`config.mk`:
```
export PLATFORM = sky130hd
export DESIGN_NAME = pipe_skid_reg
export DESIGN_NICKNAME = d
export VERILOG_FILES = /design/src/rtl/pipe_skid_reg_pkg.sv /design/src/rtl/pipe_skid_reg_flopenrc_n.sv /design/src/rtl/pipe_skid_reg.sv
export SDC_FILE = /design/constraint.sdc
export NUM_CORES = 1
export LEC_CHECK = 0
export BUFFER_PORTS_ARGS = -buffer_cell sky130_fd_sc_hd__buf_2
export CORE_MARGIN = 8
export CORE_UTILIZATION = 30
export CTS_CLUSTER_SIZE = 12
export DETAILED_ROUTE_END_ITERATION = 16
export PLACE_DENSITY_LB_ADDON = 0.08
export SYNTH_ARGS = -nofsm -noshare
export SYNTH_HDL_FRONTEND = slang
export SYNTH_HIERARCHICAL = 1
export SYNTH_SLANG_ARGS = --single-unit
```
`constraint.sdc`:
```
create_clock -name clk -period 3.5 [get_ports clk]
set_clock_uncertainty 0.15 [all_clocks]
set_input_delay 0.525 -clock clk [delete_from_list [all_inputs] [get_ports clk]]
set_output_delay 0.525 -clock clk [all_outputs]
set_load 0.05 [all_outputs]
```
`src/rtl/pipe_skid_reg_pkg.sv`:
```
// Shared state encodings and decode helpers for the two-entry skid register stage.
// The `SKID_ST_* constants are the single source for state encodings.
`ifndef PIPE_SKID_REG_DEFS
`define PIPE_SKID_REG_DEFS
`define SKID_ST_EMPTY 2'b00
`define SKID_ST_ONE   2'b01
`define SKID_ST_FULL  2'b10
`endif

package pipe_skid_reg_pkg;

  typedef enum logic [1:0] {
    ST_EMPTY = `SKID_ST_EMPTY,
    ST_ONE   = `SKID_ST_ONE,
    ST_FULL  = `SKID_ST_FULL
  } skid_state_e;

  function automatic logic [1:0] count_of(input skid_state_e st);
    logic [1:0] cnt;
    cnt = 2'd0;
    case (st)
      ST_ONE:  cnt = 2'd1;
      ST_FULL: cnt = 2'd2;
      default: cnt = 2'd0;
    endcase
    return cnt;
  endfunction

endpackage

```
`src/rtl/pipe_skid_reg_flopenrc_n.sv`:
```
// Enable/clear data flop with active-low asynchronous reset.
// Synchronous clear takes priority over enable.
module flopenrc_n #(
  parameter int unsigned         WIDTH     = 32,
  parameter logic [WIDTH-1:0]    CLEAR_VAL = '0
) (
  input  logic             clk,
  input  logic             rst_n,
  input  logic             en,
  input  logic             clr,
  input  logic [WIDTH-1:0] d,
  output logic [WIDTH-1:0] q
);

  always_ff @(posedge clk or negedge rst_n) begin
    if (!rst_n) begin
      q <= CLEAR_VAL;
    end else if (clr) begin
      q <= CLEAR_VAL;
    end else if (en) begin
      q <= d;
    end
  end

endmodule

```
`src/rtl/pipe_skid_reg.sv`:
```
// Two-entry skid register: full-throughput valid/ready stage whose in_ready
// depends only on registered state, cutting the combinational ready path.
module pipe_skid_reg
  import pipe_skid_reg_pkg::*;
#(
  parameter int unsigned      WIDTH     = 32,
  parameter logic [WIDTH-1:0] CLEAR_VAL = '0
) (
  input  logic             clk,
  input  logic             reset,
  input  logic             flush,
  input  logic             in_valid,
  output logic             in_ready,
  input  logic [WIDTH-1:0] in_data,
  output logic             out_valid,
  input  logic             out_ready,
  output logic [WIDTH-1:0] out_data,
  output logic [1:0]       count
);

  skid_state_e      state_q, state_d;
  logic             main_en, skid_en;
  logic [WIDTH-1:0] main_d, main_q, skid_q;
  logic             in_fire, out_fire;

  assign in_ready  = (state_q != ST_FULL);
  assign out_valid = (state_q != ST_EMPTY);
  assign count     = count_of(state_q);
  assign out_data  = main_q;

  assign in_fire  = in_valid & in_ready;
  assign out_fire = out_valid & out_ready;

  always_comb begin
    state_d = state_q;
    main_en = 1'b0;
    main_d  = in_data;
    skid_en = 1'b0;
    // flush wins; data registers are cleared through their clr input
    if (!flush) begin
      case (state_q)
        ST_EMPTY: begin
          if (in_fire) begin
            state_d = ST_ONE;
            main_en = 1'b1;
          end
        end
        ST_ONE: begin
          if (in_fire && out_fire) begin
            main_en = 1'b1;
          end else if (in_fire) begin
            state_d = ST_FULL;
            skid_en = 1'b1;
          end else if (out_fire) begin
            state_d = ST_EMPTY;
          end
        end
        ST_FULL: begin
          if (out_fire) begin
            state_d = ST_ONE;
            main_en = 1'b1;
            main_d  = skid_q;
          end
        end
        default: state_d = ST_EMPTY;
      endcase
    end else begin
      state_d = ST_EMPTY;
    end
  end

  always_ff @(posedge clk or negedge reset) begin
    if (!reset) begin
      state_q <= ST_EMPTY;
    end else begin
      state_q <= state_d;
    end
  end

  flopenrc_n #(.WIDTH(WIDTH), .CLEAR_VAL(CLEAR_VAL)) u_main (
    .clk   (clk),
    .rst_n (reset),
    .en    (main_en),
    .clr   (flush),
    .d     (main_d),
    .q     (main_q)
  );

  flopenrc_n #(.WIDTH(WIDTH), .CLEAR_VAL(CLEAR_VAL)) u_skid (
    .clk   (clk),
    .rst_n (reset),
    .en    (skid_en),
    .clr   (flush),
    .d     (in_data),
    .q     (skid_q)
  );

endmodule

```
==> out/metrics.csv <==
stage;metric;value;unit
sta;Slew Limit Headroom;0.509;
route;antenna-violating nets left;0;
clock_tree;Resized Gates After CTS;0;
run_status;status;completed;
clock_tree;total CTS buffers;9;
synth;top post-synthesis cells by area;dfrtp_1 (52%), mux2i_1 (20%), mux2_2 (9.9%);
worst_hold_path;Hold WC Path Type;input port to async pin;
clock_tree;Clock Path Buffers;2;
synth;Unique masters post-synth;21;
cells_and_area;Synth-to-Final Area Change;19.9;%
power;Total Power;1.79;mW
synth;Mapped Area;0.00320;mm^2
setup_path;CP top delay family;compound AO/OA/AOI/OAI gates;
power;Switching Share;0.275;
global_route;GR Overflow Total;0;
cells_and_area;Nets;366;
setup_path;worst path bufs/invs;1;
synth;Synth top area share;0.516;
sta;Min Hold Slack;0.0566;ns
sta;final period utilization;0.709;
floorplan;io pins;73;
synth;asr flop ratio synth;1.00;
floorplan;die footprint;0.0142;mm^2
route;drt pass-1 iters;4;
place;Buffers on Ports;72;
route;Vias;2081;
clock_tree;clock slew at reported path FFs;0.08;ns
power;logic gate share of total power;0.156;
synth;top-count cell post-synth;dfrtp_1;
synth;synthesized area per cell;12.4;um^2
cells_and_area;Design Area, Final;0.00383;mm^2
floorplan;Die H;119;um
setup_path;Setup crit start kind;flip-flop;
synth;number of synthesis warnings;6;
route;DR DRC count;0;
clock_tree;clock sinks;66;
sta;PnR worst setup slack;1.02;ns
setup_path;worst path cell trace;and2b_1, o21ai_0, a21oi_4, buf_4, mux2i_1, nor2_1;
sta;Fin. Hold Viols;0;
clock_tree;CTS Root Buffer Type;clkbuf_8;
cells_and_area;final core utilization;0.371;
setup_path;crit path max fanout;17;
synth;Synth area leader;dfrtp_1;
sta;RSZ-0062 raised after global routing;false;
global_route;initial antenna violation count;0;
cells_and_area;final std cells w/o fill;470;
setup_path;CP max stage delay;0.64;ns
route;DR WL/cell;15.8;um
floorplan;Die W;119;um
cells_and_area;area of the multi-input gates;0.00136;mm^2
cells_and_area;register area;0.00165;mm^2
global_route;Total GRT Usage;0.109;
synth;sequential area share after synthesis;0.516;
cells_and_area;fillcell total;1038;
power;internal power;1.30;mW
power;NetSw;0.493;mW
sta;setup TNS;0;ns
sta;max-slew violations;0;
power;clock network power share;0.394;
sta;Final Critical Period;2.48;ns
synth;synthesized netlist net count;294;
route;First DRT Iteration DRCs;91;
setup_path;critical path's slowest cell;a21oi_4;
clock_tree;hold-fix buffers at CTS;0;
sta;Tightest Pin Transition;0.734;ns
power;Seq pwr share;0.450;
place;Post-DP HPWL;4790;um
setup_path;CP endpoint kind;flip-flop;
global_route;largest net degree at the start of global routing;67;
clock_tree;Post-CTS Setup Inserts;0;
cells_and_area;antenna cells;0;
route;DRT Wirelength;7420;um
clock_tree;H-tree Lvls;3;
place;dpl cells;454;
sta;Setup Viol. Count Final;0;
setup_path;Crit path depth;6;
synth;Commonest cells post-synth;dfrtp_1 (66), mux2i_1 (64), nor2_1 (64), mux2_2 (28);
power;Pwr Density;468;mW/mm^2
power;Pleak;1.81;nW
floorplan;CORE AREA;0.0103;mm^2
cells_and_area;layout cell share with drive strength beyond 1;0.383;
synth;Post-Syn Instances;257;
route;vias per cell;4.43;
floorplan;Initial Util;0.310;
place;placer congestion estimate;0.644;
power;Peak VDD IR;236;uV
clock_tree;CTS tree;yes;
place;DP Worst Slack;0.857;ns
global_route;first-pass GRT wire length;12300;um
setup_path;Worst Path Arrival;2.53;ns
synth;#FFs+latches synth;66;
floorplan;Rows;37;
synth;top_reg_cell synth;dfrtp_1;
global_route;vias in the first global route;2213;
place;Placed Area;0.00362;mm^2
setup_path;class of the most critical setup path;flip-flop to flip-flop;
sta;Fmax;403;MHz
setup_path;reg2reg path depth;6;
synth;Post-synth EDFFs;0;
flow_run;Max-Cap Viols;0;
clock_tree;later-pin clock latency in the skew report;0.33;ns
setup_path;Critical Path RT;3.54;ns
cells by family after synthesis:
kind of cell / Yosys count / synth area share
mux: 96 / 0.313
simple gates: 73 / 0.0998
flops: 66 / 0.516
buf+inv: 18 / 0.0634
compound gates: 4 / 0.00743
worst register-to-register path, stage by stage, from the launching register on:
cell	delay, ns
dfrtp_1	0.41
and2b_1	0.24
o21ai_0	0.16
a21oi_4	0.64
buf_4	0.45
mux2i_1	0.25
nor2_1	0.05
per-layer routing:
layer / part of all wire / vias to the layer above / track usage
met5: 0 / - / 0
met2: 0.44 / 50 / 0.159
met1: 0.49 / 1011 / 0.145
met3: 0.062 / 5 / 0.0468
li1: - / 1015 / -
met4: 0.0088 / 0 / 0.0261
layout make-up:
class                   count  share of cell area
inverters                   1            0.000979
multi-input cells         173               0.355
well taps                 136              0.0444
flip-flops and latches     66               0.431
clock inverters             5              0.0202
repair buffers             78               0.112
clock buffers              11              0.0369
state kept, by name (all words and copies together) (netlist names):
signal / cells
u_main/q: 32
u_skid/q: 32
state_q: 2
worst paths after layout:
path                              from           end  slack (ns)
setup / recovery            state_q[1]  u_main/q[21]        1.02
setup reg to reg            state_q[1]  u_main/q[21]        1.02
max in group asynchronous        reset  u_main/q[12]        2.83
hold / removal                   reset   u_skid/q[0]        0.06
hold reg to reg            u_skid/q[3]   u_skid/q[3]        0.37
min in group clk             out_ready    state_q[1]        0.28
placed cells by master (no fill, tap or decap), types with 2 or more instances in the layout:
master      n
buf_2      72
dfrtp_1    66
mux2i_1    64
nor2_1     64
mux2_2     28
clkbuf_8   10
mux2_1      4
buf_4       4
and2b_1     2
bufinv_16   2
clkinv_2    2
buf_12      2
power by group through the flow:
stage | clock [mW] | combinational [mW] | sequential [mW]
floorplan | 0 | 0.126 | 0.897
global placement | 0 | 0.287 | 0.822
detailed placement | 0 | 0.287 | 0.822
CTS | 0.742 | 0.287 | 0.807
global route | 0.771 | 0.306 | 0.811
finish | 0.706 | 0.281 | 0.807
Power figures use the tool's default switching activity.
